===== config.mk =====
export PLATFORM = sky130hd
export DESIGN_NAME = heap_feeder
export DESIGN_NICKNAME = d
export VERILOG_FILES = /design/src/rtl/heap_feeder.sv
export SDC_FILE = /design/constraint.sdc
export NUM_CORES = 1
export LEC_CHECK = 0
export CAP_MARGIN = 20
export CORE_MARGIN = 2
export CORE_UTILIZATION = 47
export CTS_CLUSTER_SIZE = 16
export DETAILED_ROUTE_END_ITERATION = 16
export PLACE_DENSITY = 0.8
export REMOVE_ABC_BUFFERS = 1
export SLEW_MARGIN = 5
export SYNTH_ARGS = -nofsm -noshare
export SYNTH_HDL_FRONTEND = slang
export SYNTH_SLANG_ARGS = --single-unit
export TNS_END_PERCENT = 10

===== constraint.sdc =====
create_clock -name clk -period 3.1 [get_ports clk]
set_clock_uncertainty 0.05 [all_clocks]
set_input_delay 0.775 -clock clk [delete_from_list [all_inputs] [get_ports clk]]
set_output_delay 0.775 -clock clk [all_outputs]
set_load 0.02 [all_outputs]

===== src/rtl/heap_feeder.sv =====
// rtl/heap_feeder.sv - sequences a record stream into the heap sorter and re-frames its sorted output
module heap_feeder #(
  parameter int DATA_WIDTH    = 32,
  parameter int KEY_WIDTH     = 16,
  parameter int NLEVELS       = 2,
  parameter int INIT_CYCLES   = 4,
  parameter int FLUSH_COUNT   = 8,
  parameter int CNT_WIDTH     = 16,
  parameter int DRAIN_TIMEOUT = 64
) (
  input  logic                  clk,
  input  logic                  rst,
  input  logic                  start,
  input  logic [DATA_WIDTH-1:0] s_data,
  input  logic                  s_valid,
  input  logic                  s_last,
  output logic                  s_ready,
  output logic [DATA_WIDTH-1:0] heap_din,
  output logic                  heap_en,
  output logic                  heap_init,
  input  logic [DATA_WIDTH-1:0] heap_dout,
  input  logic                  heap_valid,
  output logic [DATA_WIDTH-1:0] m_data,
  output logic                  m_valid,
  output logic                  m_last,
  output logic                  busy,
  output logic                  done,
  output logic                  err
);

  typedef enum logic [2:0] {IDLE, INIT, RUN, FLUSH, DRAIN} state_t;

  localparam int TW = $clog2(DRAIN_TIMEOUT + INIT_CYCLES + FLUSH_COUNT + 1);
  localparam logic [DATA_WIDTH-1:0] FLUSH_WORD =
    {2'b11, {(DATA_WIDTH-2-KEY_WIDTH){1'b0}}, {KEY_WIDTH{1'b1}}};
  localparam logic [CNT_WIDTH-1:0] CNT_FORCE_LAST = {{(CNT_WIDTH-1){1'b1}}, 1'b0};

  state_t               state, state_n;
  logic [TW-1:0]        tmr, tmr_n;
  logic [CNT_WIDTH-1:0] in_cnt, out_cnt, out_cnt_inc;
  logic                 start_ok, accept, drained, timed_out, out_take;
  logic                 unused_bits;

  assign unused_bits = ^{heap_dout[DATA_WIDTH-1:DATA_WIDTH-2], s_data[DATA_WIDTH-1:DATA_WIDTH-2], 1'(NLEVELS)};

  // a start landing on the done pulse is dropped so the source must retry
  assign start_ok    = (state == IDLE) && start && !done;
  assign accept      = (state == RUN) && s_valid;
  assign drained     = (out_cnt == in_cnt);
  assign timed_out   = (state == DRAIN) && !drained && (tmr == TW'(DRAIN_TIMEOUT-1));
  assign out_cnt_inc = out_cnt + 1'b1;
  assign out_take    = heap_valid && (out_cnt != in_cnt);
  assign busy        = (state != IDLE);

  always_comb begin
    state_n   = state;
    tmr_n     = tmr;
    s_ready   = 1'b0;
    heap_en   = 1'b0;
    heap_din  = '0;
    heap_init = 1'b0;
    case (state)
      IDLE: begin
        if (start_ok) begin
          state_n = INIT;
          tmr_n   = '0;
        end
      end
      INIT: begin
        heap_init = 1'b1;
        if (tmr == TW'(INIT_CYCLES-1)) begin
          state_n = RUN;
          tmr_n   = '0;
        end else begin
          tmr_n = tmr + 1'b1;
        end
      end
      RUN: begin
        s_ready = 1'b1;
        if (s_valid) begin
          heap_en  = 1'b1;
          heap_din = {2'b00, s_data[DATA_WIDTH-3:0]};
          if (s_last || in_cnt == CNT_FORCE_LAST) begin
            state_n = FLUSH;
            tmr_n   = '0;
          end
        end
      end
      FLUSH: begin
        heap_en  = 1'b1;
        heap_din = FLUSH_WORD;
        if (tmr == TW'(FLUSH_COUNT-1)) begin
          state_n = DRAIN;
          tmr_n   = '0;
        end else begin
          tmr_n = tmr + 1'b1;
        end
      end
      DRAIN: begin
        if (drained || timed_out) state_n = IDLE;
        else                      tmr_n   = tmr + 1'b1;
      end
      default: state_n = IDLE;
    endcase
  end

  always_ff @(posedge clk or posedge rst) begin
    if (rst) begin
      state   <= IDLE;
      tmr     <= '0;
      in_cnt  <= '0;
      out_cnt <= '0;
      m_data  <= '0;
      m_valid <= 1'b0;
      m_last  <= 1'b0;
      done    <= 1'b0;
      err     <= 1'b0;
    end else begin
      state <= state_n;
      tmr   <= tmr_n;
      done  <= (state == DRAIN) && drained;
      if (start_ok)       err <= 1'b0;
      else if (timed_out) err <= 1'b1;
      if (start_ok)    in_cnt <= '0;
      else if (accept) in_cnt <= in_cnt + 1'b1;
      if (start_ok) begin
        out_cnt <= '0;
        m_valid <= 1'b0;
        m_last  <= 1'b0;
      end else if (out_take) begin
        out_cnt <= out_cnt_inc;
        m_data  <= {2'b00, heap_dout[DATA_WIDTH-3:0]};
        m_valid <= 1'b1;
        m_last  <= (out_cnt_inc == in_cnt) && (state == FLUSH || state == DRAIN);
      end else begin
        m_valid <= 1'b0;
        m_last  <= 1'b0;
      end
    end
  end

endmodule


==> flow_summary.json <==
{
  "clock_latency_ps": 360,
  "worstPathRequired_ps": 2270,
  "remaining_drc_errors": 0,
  "drt_iter0_drc": 173,
  "initial_core_util_pct": 47.6,
  "place_congestion": 0.907,
  "cts_tree": "done",
  "clkSinkCount": 76,
  "ant_nets": 0,
  "hold_viol": 0,
  "critical_path_class": "in2out",
  "p_sw_mw": 2.41,
  "dr.pass1.iters": 4,
  "clk_pin_slew_ps": 70,
  "period_share_pct": 98.7,
  "synthFlopType": "dfrtp_1",
  "outcome": "complete, no violations",
  "power.leakage_nw": 2.77,
  "yosysUniqueCellTypes": 58,
  "slew_headroom_pct": 43.8,
  "pin_count": 142,
  "fmax_ghz": 0.327,
  "layout_min_cycle_time_ps": 3060,
  "final_layout_size_suffix_gt1_share_pct": 17.5,
  "p_int_mw": 3.28,
  "diodes": 0,
  "post-route-util_pct": 64.1,
  "viasPerCell": 5.38,
  "p_clk_share_pct": 14.7,
  "dpl.hpwl_mm": 8.81,
  "startpoint_type": "input pin",
  "placement.io_buffers": 135,
  "clock_path_buffers": 2,
  "grtUsageTotal_pct": 23.8,
  "multi_input_area_mm2": 0.00242,
  "htreeDepth": 3,
  "syn_area_mm2": 0.00458,
  "die_h_um": 103,
  "p_seq_share_pct": 28.0,
  "synth-async-reset-ratio_pct": 100,
  "avgRoutedWirePerCell_um": 16.3,
  "synth-simple-area-share_pct": 23.6,
  "hold_ws_ps": 468,
  "ys_warn_count": 0,
  "wl_mm": 12.2,
  "coreArea_mm2": 0.00964,
  "synthAdderAreaFrac_pct": 1.09,
  "grt_pass1_vias": 3966,
  "worstMarginPinSlew_ps": 835,
  "setup-violations-final": 0,
  "overflow": 0,
  "regArea_mm2": 0.00190,
  "p_sw_share_pct": 42.4,
  "power.density_mw_per_mm2": 920,
  "crit_path_max_fanout": 15,
  "synthMuxAreaShare_pct": 10.6,
  "nNetsFinal": 681,
  "grt_pass1_wl_mm": 19.3,
  "drv_cap": 0,
  "endpoint_kind": "output port",
  "synth-seq-cells": 76,
  "pwr-share-comb_pct": 57.3,
  "power_mw": 5.69,
  "root_buffer": "clkbuf_8",
  "numCtsBuffers": 9,
  "fillers": 802,
  "synth_top_family_by_area": "simple AND/OR/NAND/NOR gates",
  "synth_compound_area_share_pct": 7.67,
  "synth-seq-area-share_pct": 41.5,
  "num_rows": 36,
  "synth_enable_flop_cells": 0,
  "drv_slew": 0,
  "num_vias": 4005,
  "syn2layout_area_growth_pct": 34.9,
  "antenna_found_initial": 0,
  "place_inst": 727,
  "syn_inst": 473,
  "rrSetupSlack_ps": 330,
  "fp.dieArea_mm2": 0.0106,
  "holdCritPathClass": "reg2reg",
  "instances_no_fill": 745,
  "critPathArrivalTime_ps": 2230,
  "grt_max_degree": 77,
  "die_x_um": 103,
  "synth.avg_cell_area_um2": 9.69,
  "ir_drop_mv": 0.624,
  "synth_xor_area_share_pct": 9.36
}
state kept, by name (all words and copies together) (netlist names):
register and flops:
m_data 30, in_cnt 16, out_cnt 16, tmr 7, state 3, done 1, err 1, m_last 1
m_valid 1
through the flow:
stage               cell area (um^2)  setup slack [ps]  TNS, ps
floorplan                       4360             -1390   -61850
global placement                6080              -410   -10300
detailed placement              6080              -415   -10710
CTS                             6280             0.379        0
global route                    6180             -16.8    -16.8
finish                          6180              41.1        0
cells by family (layout without fill, tap and decap cells):
logic type,Yosys count,after routing
flops,76,76
buf+inv,48,186
simple gates,209,209
xor+xnor,49,49
compound gates,52,52
fa+ha+maj,4,4
other cells,1,2
mux,34,34
layout make-up:
type	count	share of cell area, %
Tap cell	133	2.69
Clock buffer	10	2.06
Sequential cell	76	30.8
Timing Repair Buffer	156	23.0
Inverter	14	0.850
Clock inverter	6	1.44
Multi-Input combinational cell	350	39.2
cell usage in the layout, fill, tap and decap left out, drive strengths merged, types with 14 or more instances in the layout:
| master | count |
|---|---|
| o21ai | 15 |
| nand4 | 18 |
| xnor2 | 25 |
| mux2 | 31 |
| nand2 | 56 |
| and2 | 15 |
| nor2 | 51 |
| inv | 14 |
| clkdlybuf4s50 | 105 |
| clkbuf | 34 |
| nand3 | 21 |
| buf | 26 |
| xor2 | 24 |
| dfrtp | 76 |
power by group through the flow:
| stage | Clock (mW) | Combinational (mW) | Sequential [mW] |
|---|---|---|---|
| final | 0.835 | 3.26 | 1.60 |
| after global routing | 0.900 | 3.47 | 1.64 |
| after CTS | 0.848 | 3.31 | 1.59 |
| after detailed placement | 0 | 3.41 | 1.59 |
| after global placement | 0 | 3.31 | 1.59 |
| after floorplan | 0 | 1.66 | 1.83 |
final timing paths:
check,from,end,depth (start not counted)
min reg2reg,m_data[16]$_DFFE_PP0P_,m_data[16]$_DFFE_PP0P_,1
max,s_valid,heap_din[23],6
min in group asynchronous,rst,m_data[20]$_DFFE_PP0P_,3
max reg2reg,out_cnt[13]$_DFFE_PP0P_,tmr[5]$_DFFE_PP0P_,7
max in group asynchronous,rst,state[0]$_DFFE_PP0P_,3
min,m_data[16]$_DFFE_PP0P_,m_data[16]$_DFFE_PP0P_,1
routing by layer:
layer	share of wire [%]	global-route usage [%]	vias to the layer above
li1	-	-	1889
met1	42	30.4	1916
met2	47	37.3	178
met3	9.2	8.61	22
met4	2.1	9.11	0
met5	0	0	-
cells in the mapped netlist, types with 2 or more instances:
master | instances | area (um^2)
a22o_1 | 4 | 35.0
nand4b_1 | 2 | 17.5
nand3_1 | 21 | 105
a211oi_1 | 2 | 15.0
nor4_1 | 3 | 18.8
and2_1 | 15 | 93.8
xor2_1 | 24 | 210
o21ai_0 | 15 | 75.1
dfrtp_1 | 76 | 1900
buf_12 | 3 | 60.1
or3_1 | 6 | 37.5
mux2_4 | 29 | 435
a21oi_1 | 11 | 55.1
nand4_2 | 2 | 25.0
buf_6 | 3 | 33.8
buf_1 | 3 | 11.3
mux2i_1 | 3 | 30.0
o211ai_1 | 2 | 15.0
nor4bb_1 | 2 | 20.0
xnor2_1 | 25 | 219
nand2_1 | 55 | 206
and4_1 | 3 | 26.3
mux2_2 | 2 | 22.5
or4_1 | 4 | 30.0
nor3_1 | 8 | 40.0
o2111ai_1 | 2 | 17.5
nor2b_1 | 5 | 31.3
buf_4 | 4 | 30.0
nand4_1 | 16 | 100
inv_1 | 14 | 52.6
o32ai_1 | 2 | 17.5
clkbuf_1 | 11 | 41.3
ha_1 | 4 | 50.1
nand2b_1 | 4 | 25.0
and3_1 | 7 | 43.8
nor2_1 | 50 | 188
buf_2 | 10 | 50.1
critical path, cell delays in order:
cell,delay (ps)
clkdlybuf4s50_1,500
nor4bb_4,200
buf_4,190
clkbuf_16,160
and2_1,120
clkdlybuf4s15_2,270
timing repair:
item                                    CTS  global route
hold buffers                              0             0
cloned                                    0             1
setup buffers                             0             1
endpoints found under the setup margin   30            32
pin swaps                                 1             0
resized for setup                        53            45
Note: power is estimated with default switching activity, not from simulation.
